`config.mk`:
```
export PLATFORM = sky130hd
export DESIGN_NAME = mem_txn_scheduler_flat
export DESIGN_NICKNAME = d
export VERILOG_FILES = /design/src/rtl/mem_txn_if.sv /design/src/rtl/mem_txn_scheduler.sv /design/src/flat_wrapper.sv
export SDC_FILE = /design/constraint.sdc
export NUM_CORES = 1
export LEC_CHECK = 0
export CORE_AREA = 2 2 131 133
export CTS_CLUSTER_SIZE = 30
export DETAILED_ROUTE_END_ITERATION = 10
export DIE_AREA = 0 0 133 135
export PLACE_DENSITY = 0.91
export SETUP_SLACK_MARGIN = 0.1
export SLEW_MARGIN = 40
export SYNTH_ARGS = -nofsm -noshare
export SYNTH_HDL_FRONTEND = slang
export SYNTH_SLANG_ARGS = --single-unit
```
`constraint.sdc`:
```
create_clock -name clk -period 7.1 [get_ports clk]
set_input_delay 2.13 -clock clk [delete_from_list [all_inputs] [get_ports clk]]
set_output_delay 2.13 -clock clk [all_outputs]
set_load 0.01 [all_outputs]
```
`src/rtl/mem_txn_if.sv`:
```
// mem_txn_if: host request port and SPI controller command/response signals.
// master = scheduler side, slave = host/controller side.
interface mem_txn_if #(
    parameter int unsigned ADDR_W = 24,
    parameter int unsigned LEN_W  = 16
);
    logic              req_valid;
    logic              req_ready;
    logic              req_write;
    logic [ADDR_W-1:0] req_addr;
    logic [LEN_W-1:0]  req_len;

    logic              spi_start;
    logic [1:0]        spi_cmd;
    logic [ADDR_W-1:0] spi_addr;
    logic [8:0]        spi_len;
    logic              spi_busy;
    logic              spi_done;
    logic [7:0]        spi_status;

    modport master (
        input  req_valid, req_write, req_addr, req_len,
        input  spi_busy, spi_done, spi_status,
        output req_ready, spi_start, spi_cmd, spi_addr, spi_len
    );

    modport slave (
        output req_valid, req_write, req_addr, req_len,
        output spi_busy, spi_done, spi_status,
        input  req_ready, spi_start, spi_cmd, spi_addr, spi_len
    );
endinterface

```
`src/rtl/mem_txn_scheduler.sv`:
```
// mem_txn_scheduler: splits one host read/program request into page-bounded
// SPI flash commands, issuing WREN before and WIP status polling after each
// program chunk. Build macro MEM_SCHED_ABORT_EN adds the abort/aborted ports.
module mem_txn_scheduler #(
    parameter int unsigned ADDR_W      = 24,
    parameter int unsigned LEN_W       = 16,
    parameter int unsigned CHUNK_BYTES = 256,
    parameter int unsigned POLL_GAP    = 8,
    parameter int unsigned POLL_MAX    = 1024
) (
    input  logic        clk,
    input  logic        rst,
    mem_txn_if.master   bus,
    output logic [15:0] txn_completed,
    output logic [15:0] txn_total,
    output logic        busy,
    output logic        done,
    output logic        err
`ifdef MEM_SCHED_ABORT_EN
    ,
    input  logic        abort,
    output logic        aborted
`endif
);
    localparam int unsigned CB_LOG2 = $clog2(CHUNK_BYTES);
    localparam int unsigned SUM_W   = LEN_W + 2;
    localparam int unsigned PC_W    = $clog2(POLL_MAX + 1);
    localparam int unsigned GC_W    = $clog2(POLL_GAP + 1);

    localparam logic [1:0] CMD_READ = 2'b00;
    localparam logic [1:0] CMD_PP   = 2'b01;
    localparam logic [1:0] CMD_RDSR = 2'b10;
    localparam logic [1:0] CMD_WREN = 2'b11;

    typedef enum logic [3:0] {
        S_IDLE, S_WREN, S_WAIT_WREN, S_ISSUE, S_WAIT,
        S_GAP, S_POLL, S_POLL_WAIT, S_FINISH
    } state_t;

    state_t            state;
    logic [ADDR_W-1:0] addr;
    logic [LEN_W-1:0]  remaining;
    logic              write_op;
    logic [PC_W-1:0]   poll_cnt;
    logic [GC_W-1:0]   gap_cnt;

    logic [8:0]        room_c;
    logic [8:0]        chunk_c;
    logic [LEN_W-1:0]  rem_next_c;
    logic [SUM_W-1:0]  total_sum_c;
    logic              resp_c;
    logic              stop_c;
    logic              unused_status;

    // Chunk sizing: stop at the next page boundary or the end of the request.
    assign room_c      = 9'(CHUNK_BYTES) - 9'(addr & ADDR_W'(CHUNK_BYTES - 1));
    assign chunk_c     = (remaining < LEN_W'(room_c)) ? 9'(remaining) : room_c;
    assign rem_next_c  = remaining - LEN_W'(chunk_c);
    assign total_sum_c = SUM_W'(bus.req_addr & ADDR_W'(CHUNK_BYTES - 1))
                       + SUM_W'(bus.req_len) + SUM_W'(CHUNK_BYTES - 1);

    // A completion in the launch cycle cannot belong to the new command.
    assign resp_c        = bus.spi_done && !bus.spi_start;
    assign unused_status = ^bus.spi_status[7:1];

`ifdef MEM_SCHED_ABORT_EN
    logic abort_pend;
    assign stop_c = abort_pend || abort;
`else
    assign stop_c = 1'b0;
`endif

    // Request sequencing FSM with registered SPI command and status outputs.
    always_ff @(posedge clk or posedge rst) begin
        if (rst) begin
            state         <= S_IDLE;
            addr          <= '0;
            remaining     <= '0;
            write_op      <= 1'b0;
            poll_cnt      <= '0;
            gap_cnt       <= '0;
            bus.req_ready <= 1'b1;
            bus.spi_start <= 1'b0;
            bus.spi_cmd   <= CMD_READ;
            bus.spi_addr  <= '0;
            bus.spi_len   <= '0;
            txn_completed <= '0;
            txn_total     <= '0;
            busy          <= 1'b0;
            done          <= 1'b0;
            err           <= 1'b0;
`ifdef MEM_SCHED_ABORT_EN
            abort_pend    <= 1'b0;
            aborted       <= 1'b0;
`endif
        end else begin
            bus.spi_start <= 1'b0;
            done          <= 1'b0;
`ifdef MEM_SCHED_ABORT_EN
            if (state != S_IDLE && abort) abort_pend <= 1'b1;
`endif
            unique case (state)
                S_IDLE: begin
                    if (bus.req_valid) begin
                        addr          <= bus.req_addr;
                        remaining     <= bus.req_len;
                        write_op      <= bus.req_write;
                        poll_cnt      <= '0;
                        txn_completed <= '0;
                        bus.req_ready <= 1'b0;
                        busy          <= 1'b1;
`ifdef MEM_SCHED_ABORT_EN
                        abort_pend    <= 1'b0;
                        aborted       <= 1'b0;
`endif
                        if (bus.req_len == '0) begin
                            txn_total <= '0;
                            err       <= 1'b1;
                            done      <= 1'b1;
                            state     <= S_FINISH;
                        end else begin
                            txn_total <= 16'(total_sum_c >> CB_LOG2);
                            err       <= 1'b0;
                            state     <= bus.req_write ? S_WREN : S_ISSUE;
                        end
                    end
                end
                S_WREN: begin
                    if (!bus.spi_busy) begin
                        bus.spi_start <= 1'b1;
                        bus.spi_cmd   <= CMD_WREN;
                        bus.spi_addr  <= addr;
                        bus.spi_len   <= '0;
                        state         <= S_WAIT_WREN;
                    end
                end
                S_WAIT_WREN: begin
                    if (resp_c) state <= S_ISSUE;
                end
                S_ISSUE: begin
                    if (!bus.spi_busy) begin
                        bus.spi_start <= 1'b1;
                        bus.spi_cmd   <= write_op ? CMD_PP : CMD_READ;
                        bus.spi_addr  <= addr;
                        bus.spi_len   <= chunk_c;
                        state         <= S_WAIT;
                    end
                end
                S_WAIT: begin
                    if (resp_c) begin
                        txn_completed <= txn_completed + 16'd1;
                        addr          <= addr + ADDR_W'(chunk_c);
                        remaining     <= rem_next_c;
                        if (write_op) begin
                            gap_cnt <= '0;
                            state   <= S_GAP;
                        end else if (rem_next_c != '0 && !stop_c) begin
                            state <= S_ISSUE;
                        end else begin
`ifdef MEM_SCHED_ABORT_EN
                            if (stop_c && rem_next_c != '0) aborted <= 1'b1;
`endif
                            done  <= 1'b1;
                            state <= S_FINISH;
                        end
                    end
                end
                S_GAP: begin
                    if (gap_cnt == GC_W'(POLL_GAP - 1)) state <= S_POLL;
                    else gap_cnt <= gap_cnt + GC_W'(1);
                end
                S_POLL: begin
                    if (!bus.spi_busy) begin
                        bus.spi_start <= 1'b1;
                        bus.spi_cmd   <= CMD_RDSR;
                        bus.spi_len   <= '0;
                        poll_cnt      <= poll_cnt + PC_W'(1);
                        state         <= S_POLL_WAIT;
                    end
                end
                S_POLL_WAIT: begin
                    if (resp_c) begin
                        if (bus.spi_status[0]) begin
                            if (poll_cnt == PC_W'(POLL_MAX)) begin
                                err   <= 1'b1;
                                done  <= 1'b1;
                                state <= S_FINISH;
                            end else begin
                                gap_cnt <= '0;
                                state   <= S_GAP;
                            end
                        end else begin
                            poll_cnt <= '0;
                            if (remaining != '0 && !stop_c) begin
                                state <= S_WREN;
                            end else begin
`ifdef MEM_SCHED_ABORT_EN
                                if (stop_c && remaining != '0) aborted <= 1'b1;
`endif
                                done  <= 1'b1;
                                state <= S_FINISH;
                            end
                        end
                    end
                end
                S_FINISH: begin
                    bus.req_ready <= 1'b1;
                    busy          <= 1'b0;
                    state         <= S_IDLE;
                end
                default: state <= S_IDLE;
            endcase
        end
    end
endmodule
```
`src/flat_wrapper.sv`:
```
// flat-port wrapper written by rule: the top's interface ports become plain ports
module mem_txn_scheduler_flat 
#(
    parameter int unsigned ADDR_W      = 24,
    parameter int unsigned LEN_W       = 16,
    parameter int unsigned CHUNK_BYTES = 256,
    parameter int unsigned POLL_GAP    = 8,
    parameter int unsigned POLL_MAX    = 1024
)
  (clk, rst, txn_completed, txn_total, busy, done, err, bus_req_valid, bus_req_write, bus_req_addr, bus_req_len, bus_spi_busy, bus_spi_done, bus_spi_status, bus_req_ready, bus_spi_start, bus_spi_cmd, bus_spi_addr, bus_spi_len);
  mem_txn_if #(.ADDR_W(ADDR_W), .LEN_W(LEN_W)) bus_i ();
  input  logic clk;
  input  logic rst;
  output logic [15:0] txn_completed;
  output logic [15:0] txn_total;
  output logic busy;
  output logic done;
  output logic err;
  input wire logic [$bits(bus_i.req_valid)-1:0] bus_req_valid;
  input wire logic [$bits(bus_i.req_write)-1:0] bus_req_write;
  input wire logic [$bits(bus_i.req_addr)-1:0] bus_req_addr;
  input wire logic [$bits(bus_i.req_len)-1:0] bus_req_len;
  input wire logic [$bits(bus_i.spi_busy)-1:0] bus_spi_busy;
  input wire logic [$bits(bus_i.spi_done)-1:0] bus_spi_done;
  input wire logic [$bits(bus_i.spi_status)-1:0] bus_spi_status;
  output wire logic [$bits(bus_i.req_ready)-1:0] bus_req_ready;
  output wire logic [$bits(bus_i.spi_start)-1:0] bus_spi_start;
  output wire logic [$bits(bus_i.spi_cmd)-1:0] bus_spi_cmd;
  output wire logic [$bits(bus_i.spi_addr)-1:0] bus_spi_addr;
  output wire logic [$bits(bus_i.spi_len)-1:0] bus_spi_len;
  assign bus_i.req_valid = bus_req_valid;
  assign bus_i.req_write = bus_req_write;
  assign bus_i.req_addr = bus_req_addr;
  assign bus_i.req_len = bus_req_len;
  assign bus_i.spi_busy = bus_spi_busy;
  assign bus_i.spi_done = bus_spi_done;
  assign bus_i.spi_status = bus_spi_status;
  assign bus_req_ready = bus_i.req_ready;
  assign bus_spi_start = bus_i.spi_start;
  assign bus_spi_cmd = bus_i.spi_cmd;
  assign bus_spi_addr = bus_i.spi_addr;
  assign bus_spi_len = bus_i.spi_len;
  mem_txn_scheduler #(.ADDR_W(ADDR_W), .LEN_W(LEN_W), .CHUNK_BYTES(CHUNK_BYTES), .POLL_GAP(POLL_GAP), .POLL_MAX(POLL_MAX)) u_core (.clk(clk), .rst(rst), .bus(bus_i), .txn_completed(txn_completed), .txn_total(txn_total), .busy(busy), .done(done), .err(err));
endmodule
```
Word level (Yosys, flattened, before mapping)
Index checks and enable logic that the tools add are counted.
Word-level totals
  register bits after elaboration: 132
  input port bits: 54
  output and inout bits: 72
  logic and storage cells: 145
Operators by class
  $add $sub $neg: 8
  magnitude comparators: 1
  equal/unequal tests: 25
  mux-type cells: 68
  bitwise operators: 1
  reduce and logical (&&, ||, !) cells: 26
Operator list (count)
  $mux W4: 20
  $mux W16: 4
  $pmux W16 S2: 2
  $mux W24: 2
  $pmux W24 S2: 1
  $mux W11: 4
  $pmux W11 S3: 1
  $pmux W4 S8: 1
  $reduce_bool A16 Y1: 2
  $mux W9: 3
  $add A24 B9 Y24: 1
  $eq A4 B3 Y1 const B: 5
  $add A18 B8 Y18 const B: 1
  $mux W1: 18
  $ne A2 B2 Y1 const B: 9
  $pmux W9 S2: 1
  $add A8 B16 Y17: 1
  $add A16 B1 Y16 const B: 1
  $logic_not A16 Y1: 1
  $lt A16 B9 Y1: 1
  $sub A16 B9 Y16: 1
  $ne A2 B1 Y1 const B: 6
  $pmux W4 S3: 1
  $add A11 B1 Y11 const B: 1
  other kinds (25): 41

Logic depth before layout (Yosys ltp)
Gate-level depths: netlist of the first run.
  depth in word-level cells: 9
  depth in mapped cells: 28
  mapped depth without buffers: 24

Least setup slack after synthesis of the first run
Ideal clock, no wire load.
  path type: register -> register
  start: reg u_core.addr[3]
  end: reg u_core.addr[15]
  data arrival time: 5.802 ns
  data required time: 6.957 ns
  path slack: 1.155 ns
  stages on the path, launching flop included: 27
  path buffers: 3
  clock period less this slack: 5.945 ns
  cells stage by stage: dfrtp_1 -> clkbuf_1 -> or4_1 -> nor2_1 -> and3_1 -> inv_1 -> ha_1 -> or4_1 -> o31a_1 -> o2111a_2 -> a31o_4 -> nor2_8 -> buf_2 -> clkbuf_1 -> nand2_1 -> o21ai_0 -> ha_1 -> nand2_1 -> a31o_2 -> o311a_1 -> nor4_1 -> a211o_1 -> o21ba_4 -> o221ai_4 -> a211oi_2 -> mux2i_1 -> a32oi_1
On the way
  word-level cells in the longest chain between the ends: 6
RTL lines
  from (decl): RTL line mem_txn_scheduler.sv:41  | logic [ADDR_W-1:0] addr;
  from (signal assigned): RTL line mem_txn_scheduler.sv:105  | addr <= bus.req_addr;
  from (signal assigned): RTL line mem_txn_scheduler.sv:152  | addr <= addr + ADDR_W'(chunk_c);
  $sub A9 B8 Y9: RTL line mem_txn_scheduler.sv:56  | assign room_c = 9'(CHUNK_BYTES) - 9'(addr & ADDR_W'(CHUNK_BYTES - 1));
  $lt A16 B9 Y1: RTL line mem_txn_scheduler.sv:57  | assign chunk_c = (remaining < LEN_W'(room_c)) ? 9'(remaining) : room_c;
  $mux W9: RTL line mem_txn_scheduler.sv:57
  $add A24 B9 Y24 *: RTL line mem_txn_scheduler.sv:152
  $mux W24 *: RTL line mem_txn_scheduler.sv:150  | if (resp_c) begin
  $pmux W24 S2 *: RTL line mem_txn_scheduler.sv:102  | unique case (state)
Mark *: on every way between the ends. The rest lies on a longest branch, timed or not. The select of a mux whose other input is x is not followed.
A chain may end at the register's enable or synchronous reset.

Worst setup path after layout of the first run
  start: reg u_core.addr[4]
  end: reg u_core.state[0]
On the way
  word-level cells in the longest chain between the ends: 9
RTL lines
  $sub A9 B8 Y9 *: RTL line mem_txn_scheduler.sv:56
  $lt A16 B9 Y1: RTL line mem_txn_scheduler.sv:57
  $mux W9 *: RTL line mem_txn_scheduler.sv:57
  $sub A16 B9 Y16 *: RTL line mem_txn_scheduler.sv:58  | assign rem_next_c = remaining - LEN_W'(chunk_c);
  $reduce_bool A16 Y1 *: RTL line mem_txn_scheduler.sv:157  | end else if (rem_next_c != '0 && !stop_c) begin
  $mux W4 *: RTL line mem_txn_scheduler.sv:157
  $mux W4 *: RTL line mem_txn_scheduler.sv:154  | if (write_op) begin
  $mux W4 *: RTL line mem_txn_scheduler.sv:150
  $pmux W4 S8 *: RTL line mem_txn_scheduler.sv:102
  to (signal assigned): RTL line mem_txn_scheduler.sv:124  | state <= bus.req_write ? S_WREN : S_ISSUE;
  to (decl): RTL line mem_txn_scheduler.sv:40  | state_t state;
Marks and branches as above.

==> results.md, run 1 <==
Outcome:
- The flow ran to the end, and the final reports show no timing, DRC or antenna violations.

Yosys:
- The average instance in the mapped netlist occupies 8.52 um2.
- The area of the mapped netlist is 0.00917 mm2.
- Yosys printed 0 warnings.
- The fraction of post-synthesis cell area in the top cell type by area is 0.341.
- Among all flip-flop cells after synthesis, the most frequent one is dfrtp_1.
- The post-synthesis sequential area ratio is 0.344.
- Summed over all instances, the cell type with the most area after synthesis is dfrtp_1.
- The number of distinct library cell variants in the gate-level netlist after synthesis is 101.
- The synthesized design contains 126 register bits.
- The number of enable-type register cells in the synthesized netlist is 0.
- The share of async-settable or async-resettable flops after synthesis is 1.00.
- By area the synthesized netlist is led by dfrtp_1 (34%), nand2_1 (4.5%), nor2_1 (4.3%), ha_1 (3.5%), o21ai_0 (3.5%).
- Synthesis produced 1076 cells.

GRT:
- The fraction of met1 tracks used by global routing is 0.400.
- The number of antenna violations at the first check in global routing came to 0.
- The global-route usage over all layers is 0.311.
- For this run, global-route usage on met3 was measured as 0.0773.
- Entering global routing, the biggest net connects 78 pins.
- The layer with the highest usage is met2.
- The sum of overflow across all layers after global routing is 0.
- The via count of the first global-routing pass is 8548.
- The met2 usage in global routing is 0.508.
- The first global-routing pass estimated 44200 um of wire.

CTS:
- The total CTS buffers is 17.
- The clock-pin slew reported for the worst setup and hold paths after clock tree synthesis is 60 ps.
- Clock latency on the worst-skew pair, taken at its later pin, is 430 ps.
- The clock net in this run drives a total of 126 sinks.
- The clock tree synthesis step divided the H-tree into 4 levels.
- The buffer type at the clock tree root is clkbuf_16.
- No sink is reached through more buffers than the 2 on the longest clock path.
- TritonCTS built the clock tree.
- The number of setup buffers added after CTS is 0.

Final layout:
- The library cell used most frequently in the layout, excluding fill and tap cells, is dfrtp_1.
- The count of inserted antenna diode cells is 0.
- The finished cells cover 0.0110 mm2.
- From synthesis to final layout, the design area changed by 20.5%.
- The final layout contains 1242 nets.
- In the final layout, the share of cells above drive strength 1 is 0.104.
- In the layout the commonest cells are dfrtp_1 (124), clkdlybuf4s50_1 (112), nand2_1 (111).
- The layout filler cell count is 1229.

Critical path:
- The data arrival time of the critical path is 6990 ps.
- The critical path starts at u_core.addr[4].
- The startpoint identified for the worst register-to-register timing path is u_core.addr[4].
- The type of element capturing the critical path is a register.
- In this run the worst path has a maximum fanout of 28.
- The number of cells on the worst reg-to-reg path is 24.
- The kind of start point of the critical path is a register.
- The worst register-to-register path has a setup slack of 400 ps.
- In this run the critical register-to-register path is captured at u_core.state[0].
- The worst path required time is 7400 ps.
- The worst setup path is of the reg2reg kind.

Timing:
- The final number of max-transition violations came to 0.
- The number of hold violations in the final report is 0.
- The routed design could run at a clock period as short as 6700 ps.
- The worst setup skew after layout is 9.27 ps.
- The final clock period utilization by the worst path is 0.943.
- The total negative setup slack is 0 ps.
- The maximum clock frequency is 0.149 GHz.
- The final number of setup-violating endpoints is 0.
- Setup repair after global routing left no endpoint under its margin.
- The slew at the pin closest to its max-slew limit is 820 ps.
- The worst pin sits at a relative slew slack of 0.453.

Floorplanning:
- The number of rows created at floorplan is 47.
- The area inside the core boundary is 0.0164 mm2.
- The overall die height is 135 um.
- The floorplan step defined a die boundary enclosing 0.0180 mm2.
- Pin placement for this block handled 126 I/O pins.
- The floorplan die width is 133 um.
- The initial cell density of the core is 0.559.

Routing:
- After detailed routing, the number of remaining DRC violations is 0.
- The vias after detailed routing is 9130.
- The first TritonRoute pass finished after 6 iterations.
- The remaining antenna violation count is 0.
- The final routed wire length divided by cell count is 20.2 um.
- The initial DRC count is 1081.
- The final wirelength is 28100 um.
- The number of vias per cell is 6.55.

Hold path:
- The worst hold path stage count is 2.
- The worst hold path begins at u_core.bus.spi_len[1].
- The tightest min-delay check is of the reg2reg type.
- The destination of the worst hold path is u_core.bus.spi_len[1].

Place:
- During placement, the flow inserted port buffers numbering 112.
- The placed instances occupy a cell area of 0.0104 mm2.
- Detailed placement finished with a half-perimeter wire length of 19500 um.
- Routability-driven placement finished with a final weighted congestion of 0.991.

Power:
- The worst ir drop on vdd is 0.000275 V.
- The cell leakage power is 4.47 nW.
- The power density over cell area is 492 mW/mm2.

Job:
- Across the run, the number of max-cap violations was 0.
## report_power, final
group	total, W	internal [W]	leakage (nW)	switching, W
logic	0.00320	0.00134	2.64	0.00187
clock network	0.000872	0.000542	0.282	0.000330
registers	0.00136	0.000984	1.55	0.000376
## Yosys cell counts, drive strengths merged, types with 20 or more instances
cell	instances
a21oi	62
dfrtp	125
nand2	112
nor4	20
nand3	39
nand4	21
xnor2	24
clkbuf	46
xor2	24
ha	26
inv	51
nor2	106
o21ai	72
mux2	28
## state kept, by name, summed over array words and instances, names as in the netlist
signal / cells
u_core.bus.spi_len: 9
u_core.err: 1
u_core.state: 4
u_core.done: 1
u_core.gap_cnt: 4
u_core.addr: 24
u_core.txn_total: 10
u_core.remaining: 16
u_core.bus.req_ready: 1
u_core.bus.spi_addr: 24
u_core.write_op: 1
u_core.busy: 1
u_core.poll_cnt: 11
u_core.bus.spi_start: 1
u_core.txn_completed: 16
u_core.bus.spi_cmd: 2
## cell families after synthesis
logic type / after synthesis / synth area share
buffers and inverters: 116 / 0.0514
other: 1 / 0.000409
AO/OA/AOI/OAI: 324 / 0.262
XOR/XNOR: 49 / 0.0483
multiplexers: 34 / 0.0409
adder cells (fa/ha/maj): 32 / 0.0433
AND/OR/NAND/NOR: 394 / 0.210
flip-flops: 126 / 0.344
## how the worst max path moves through the flow
stage | end | slack (ps) | cells past startpoint
floorplan | u_core.addr[15] | 1160 | 26
global placement | u_core.state[0] | 670 | 22
detailed placement | u_core.state[0] | 580 | 22
CTS | u_core.state[0] | 500 | 22
global route | u_core.addr[11] | 120 | 23
finish | u_core.state[0] | 400 | 24
## metal layers
metal	share of wire	wire length [um]	vias up
met4	0.028	783	0
met5	0	0	-
li1	-	-	4138
met2	0.48	13400	573
met3	0.10	2920	83
met1	0.39	11000	4336
## metrics by stage
stage	cells	util	worst slack, ps	total power (W)	hold slack, ps
CTS	1393	0.671	502	0.00532	488
detailed placement	1361	0.636	582	0.00442	472
global placement	1361	0.635	673	0.00430	464
floorplan	1081	-	1160	0.00349	486
finish	1394	0.673	403	0.00544	477
global route	1394	0.673	117	0.00578	506
## repair_timing
item / in CTS / in global routing
hold buffers: 0 / 0
setup endpoints to repair: 0 / 5
gates resized for setup: 0 / 3
## worst max-delay path, stage by stage, from the launching register on
cell	delay, ps
dfrtp_1	500
or4_1	600
nor2_1	150
and3_1	230
inv_1	120
ha_1	200
or4_1	430
o31a_1	340
o2111a_2	220
a31o_4	290
nor2_8	400
nand2_1	100
o21ai_0	290
ha_1	430
inv_1	130
ha_1	300
o21ai_0	190
a21oi_1	60
a211oi_2	240
nand4_1	190
a211oi_1	270
nand4_1	170
nor4_4	420
and3b_1	230
o21ai_1	60
## final cells by class
class | count | area [um2] | area share
Clock buffer | 22 | 474 | 0.0429
Multi-Input combinational cell | 839 | 5610 | 0.508
Clock inverter | 10 | 111 | 0.0101
Sequential cell | 126 | 3160 | 0.286
Timing Repair Buffer | 126 | 1220 | 0.111
Tap cell | 220 | 275 | 0.0249
Inverter | 51 | 196 | 0.0178
Note: power is estimated with default switching activity, not from simulation.
==> run 2, diff against run 1 <==
CORE_AREA = 2 2 129 131   (was 2 2 131 133)
CTS_BUF_LIST = sky130_fd_sc_hd__clkbuf_4 sky130_fd_sc_hd__clkbuf_8   (was unset)
DIE_AREA = 0 0 131 133   (was 0 0 133 135)
PLACE_DENSITY = 0.93   (was 0.91)
SLEW_MARGIN = 30   (was 40)
==> results.md, run 2 (synthesis gave the netlist of run 1 again) <==
Power:
- The cell leakage power is 4.38 nW (was 4.47 nW).
- The worst ir drop on vdd is 0.000201 V (was 0.000275 V).
- The power density over cell area is 473 mW/mm2 (was 492 mW/mm2).

CTS:
- The number of H-tree levels came to 4 (unchanged).
- The number of hold-repair buffers added at the cts stage is 0 (unchanged).
- The number of sinks on the clock net is 126 (unchanged).
- The total CTS buffers was 17 (unchanged).
- The clock tree from TritonCTS is done (unchanged).
- The clock-pin slew reported for the worst setup and hold paths after clock tree synthesis was 80 ps (was 60 ps).
- The worst-case clock buffer depth was 2 (unchanged).
- The buffer type at the clock tree root is clkbuf_8 (was clkbuf_16).
- The total setup buffers inserted after CTS came to 0 (unchanged).
- The clock latency reported for the late side of the worst-skew pair is 470 ps (was 430 ps).

Floorplanning:
- The floorplan die width is 131 um (was 133 um).
- The area inside the core boundary is 0.0162 mm2 (was 0.0164 mm2).
- The count of boundary I/O pins is 126 (unchanged).
- The overall die height is 133 um (was 135 um).
- The overall die area is 0.0174 mm2 (was 0.0180 mm2).
- The initial cell density of the core was 0.567 (was 0.559).
- The number of rows created at floorplan was 47 (unchanged).

Final layout:
- The count of placed standard cells in the final layout, fillers left out is 1394 (unchanged).
- Leading cell types in the layout, fill and taps excluded: dfrtp_1 (125), clkdlybuf4s50_1 (112), nand2_1 (111) (was dfrtp_1 (124), clkdlybuf4s50_1 (112), nand2_1 (111)).
- The share of layout cells above drive strength 1 came to 0.103 (was 0.104).
- The final core utilization is 0.670 (was 0.673).
- Leading registers by flop count: u_core.addr (24), u_core.bus.spi_addr (24) (unchanged).
- The count of inserted antenna diode cells came to 0 (unchanged).
- The final design instance area without fill came to 0.0108 mm2 (was 0.0110 mm2).
- The leading cell type in the layout, fill and taps excluded is dfrtp_1 (unchanged).
- The count of nets after finishing was 1242 (unchanged).
- The area added between synthesis and finish is 18.2% (was 20.5%).

GRT:
- The number of antenna violations at the first check in global routing is 0 (unchanged).
- The via count of the first global-routing pass is 8461 (was 8548).
- The wire length of the first global-routing pass is 42800 um (was 44200 um).
- The sum of overflow across all layers after global routing is 0 (unchanged).
- The global-route usage over all layers is 0.312 (was 0.311).
- The pin count of the biggest net entering global routing is 59 (was 78).

Routing:
- The number of vias per cell is 6.59 (was 6.55).
- The final wirelength is 26900 um (was 28100 um).
- The detailed-router iteration count before antenna repair is 6 (unchanged).
- The final routed wire length divided by cell count is 19.3 um (was 20.2 um).
- The DRC violation count after routing was 0 (unchanged).
- The vias after detailed routing is 9190 (was 9130).
- The remaining antenna violation count was 0 (unchanged).
- The initial DRC count is 986 (was 1081).

Critical path:
- The worst path required time is 7460 ps (was 7400 ps).
- The type of element capturing the critical path is a register (unchanged).
- The data arrival time of the critical path is 7120 ps (was 6990 ps).
- The kind of start point of the critical path is a register (unchanged).
- The highest net fanout along the worst path came to 14 (was 28).
- The critical path class is reg2reg (unchanged).

Place:
- The final weighted congestion in routability-driven placement is 0.968 (was 0.991).
- The cell area after placement was 0.0104 mm2 (about the same).
- The half-perimeter wire length after detailed placement is 19500 um (about the same).
- The number of I/O port buffers came to 112 (unchanged).
- The number of cells in the design after placement is 1361 (unchanged).

Timing:
- The worst setup skew after layout was 18.5 ps (was 9.27 ps).
- The slew at the pin closest to its max-slew limit is 869 ps (was 820 ps).
- The maximum clock frequency came to 0.148 GHz (was 0.149 GHz).
- The number of hold violations in the final report was 0 (unchanged).
- The time the final worst path needs with I/O delays and setup is 6760 ps (was 6700 ps).
- The final clock period utilization by the worst path is 0.952 (was 0.943).
- The worst slew margin relative to its limit came to 0.416 (was 0.453).
- The final number of max-transition violations came to 0 (unchanged).
- The total negative setup slack is 0 ps (unchanged).
- The final number of setup-violating endpoints is 0 (unchanged).
- Setup repair after global routing missed its margin: false (unchanged).

Hold path:
- The type of the most critical hold path is reg2reg (unchanged).

Outcome:
- Run status: finished, final reports clean (unchanged).

Job:
- The total of max-cap violations came to 0 (unchanged).
-- run 2: final timing paths --
kind	start	to	slack, ps	depth (start not counted)
min in group asynchronous	rst	u_core.txn_completed[5]	1990	2
setup / recovery	u_core.addr[3]	u_core.done	340	24
setup reg to reg	u_core.addr[3]	u_core.done	340	24
hold reg to reg	u_core.bus.spi_len[7]	u_core.bus.spi_len[7]	500	2
max in group asynchronous	rst	u_core.txn_completed[9]	4030	3
hold / removal	u_core.bus.spi_len[7]	u_core.bus.spi_len[7]	500	2
-- run 2: through the flow --
stage          hold slack, ps  power (W)  setup WS (ps)
2_1_floorplan             486    0.00349           1160
5_1_grt                   519    0.00547            117
4_1_cts                   504    0.00505            487
6_report                  497    0.00513            338
3_3_place_gp              467    0.00429            693
3_5_place_dp              474    0.00440            534
-- run 2: layer usage --
metal	part of all wire	vias to the layer above	global-route usage
li1	-	4143	-
met1	0.40	4406	0.417
met2	0.47	550	0.499
met3	0.092	91	0.0518
met4	0.033	0	0.131
met5	0	-	0
-- run 2: area by class of cell --
class                           instances  area (um2)
Inverter                               51         194
Fill cell                            1260        5340
Multi-Input combinational cell        840        5600
Clock inverter                         14         146
Tap cell                              220         275
Clock buffer                           18         248
Timing Repair Buffer                  125        1220
Sequential cell                       126        3150
-- run 2: repair_timing --
action | in CTS | in global routing
endpoints found under the hold margin | 0 | 0
setup endpoints to repair | 0 | 5
gates resized for setup | 0 | 1
-- run 2: where the power goes --
| part | internal (W) | switching, W |
|---|---|---|
| clock | 0.000298 | 0.000340 |
| combinational | 0.00133 | 0.00181 |
| sequential | 0.000981 | 0.000377 |
-- run 2: critical path, stage by stage, from the launching register on --
cell and delay (ps):
dfrtp_1 550, or4_1 640, nor2_1 150, and3_1 240, inv_1 130, ha_1 190
or4_1 430, o31a_1 320, o2111a_2 220, a31o_4 310, nor2_8 280, nand2_1 90
o21ai_0 300, ha_1 430, inv_1 130, ha_1 310, o21ai_0 200, a21oi_1 70
a211oi_2 240, nand4_1 190, a211oi_1 280, nand4_1 140, nor4_2 510, nand3_1 210
o221ai_1 120
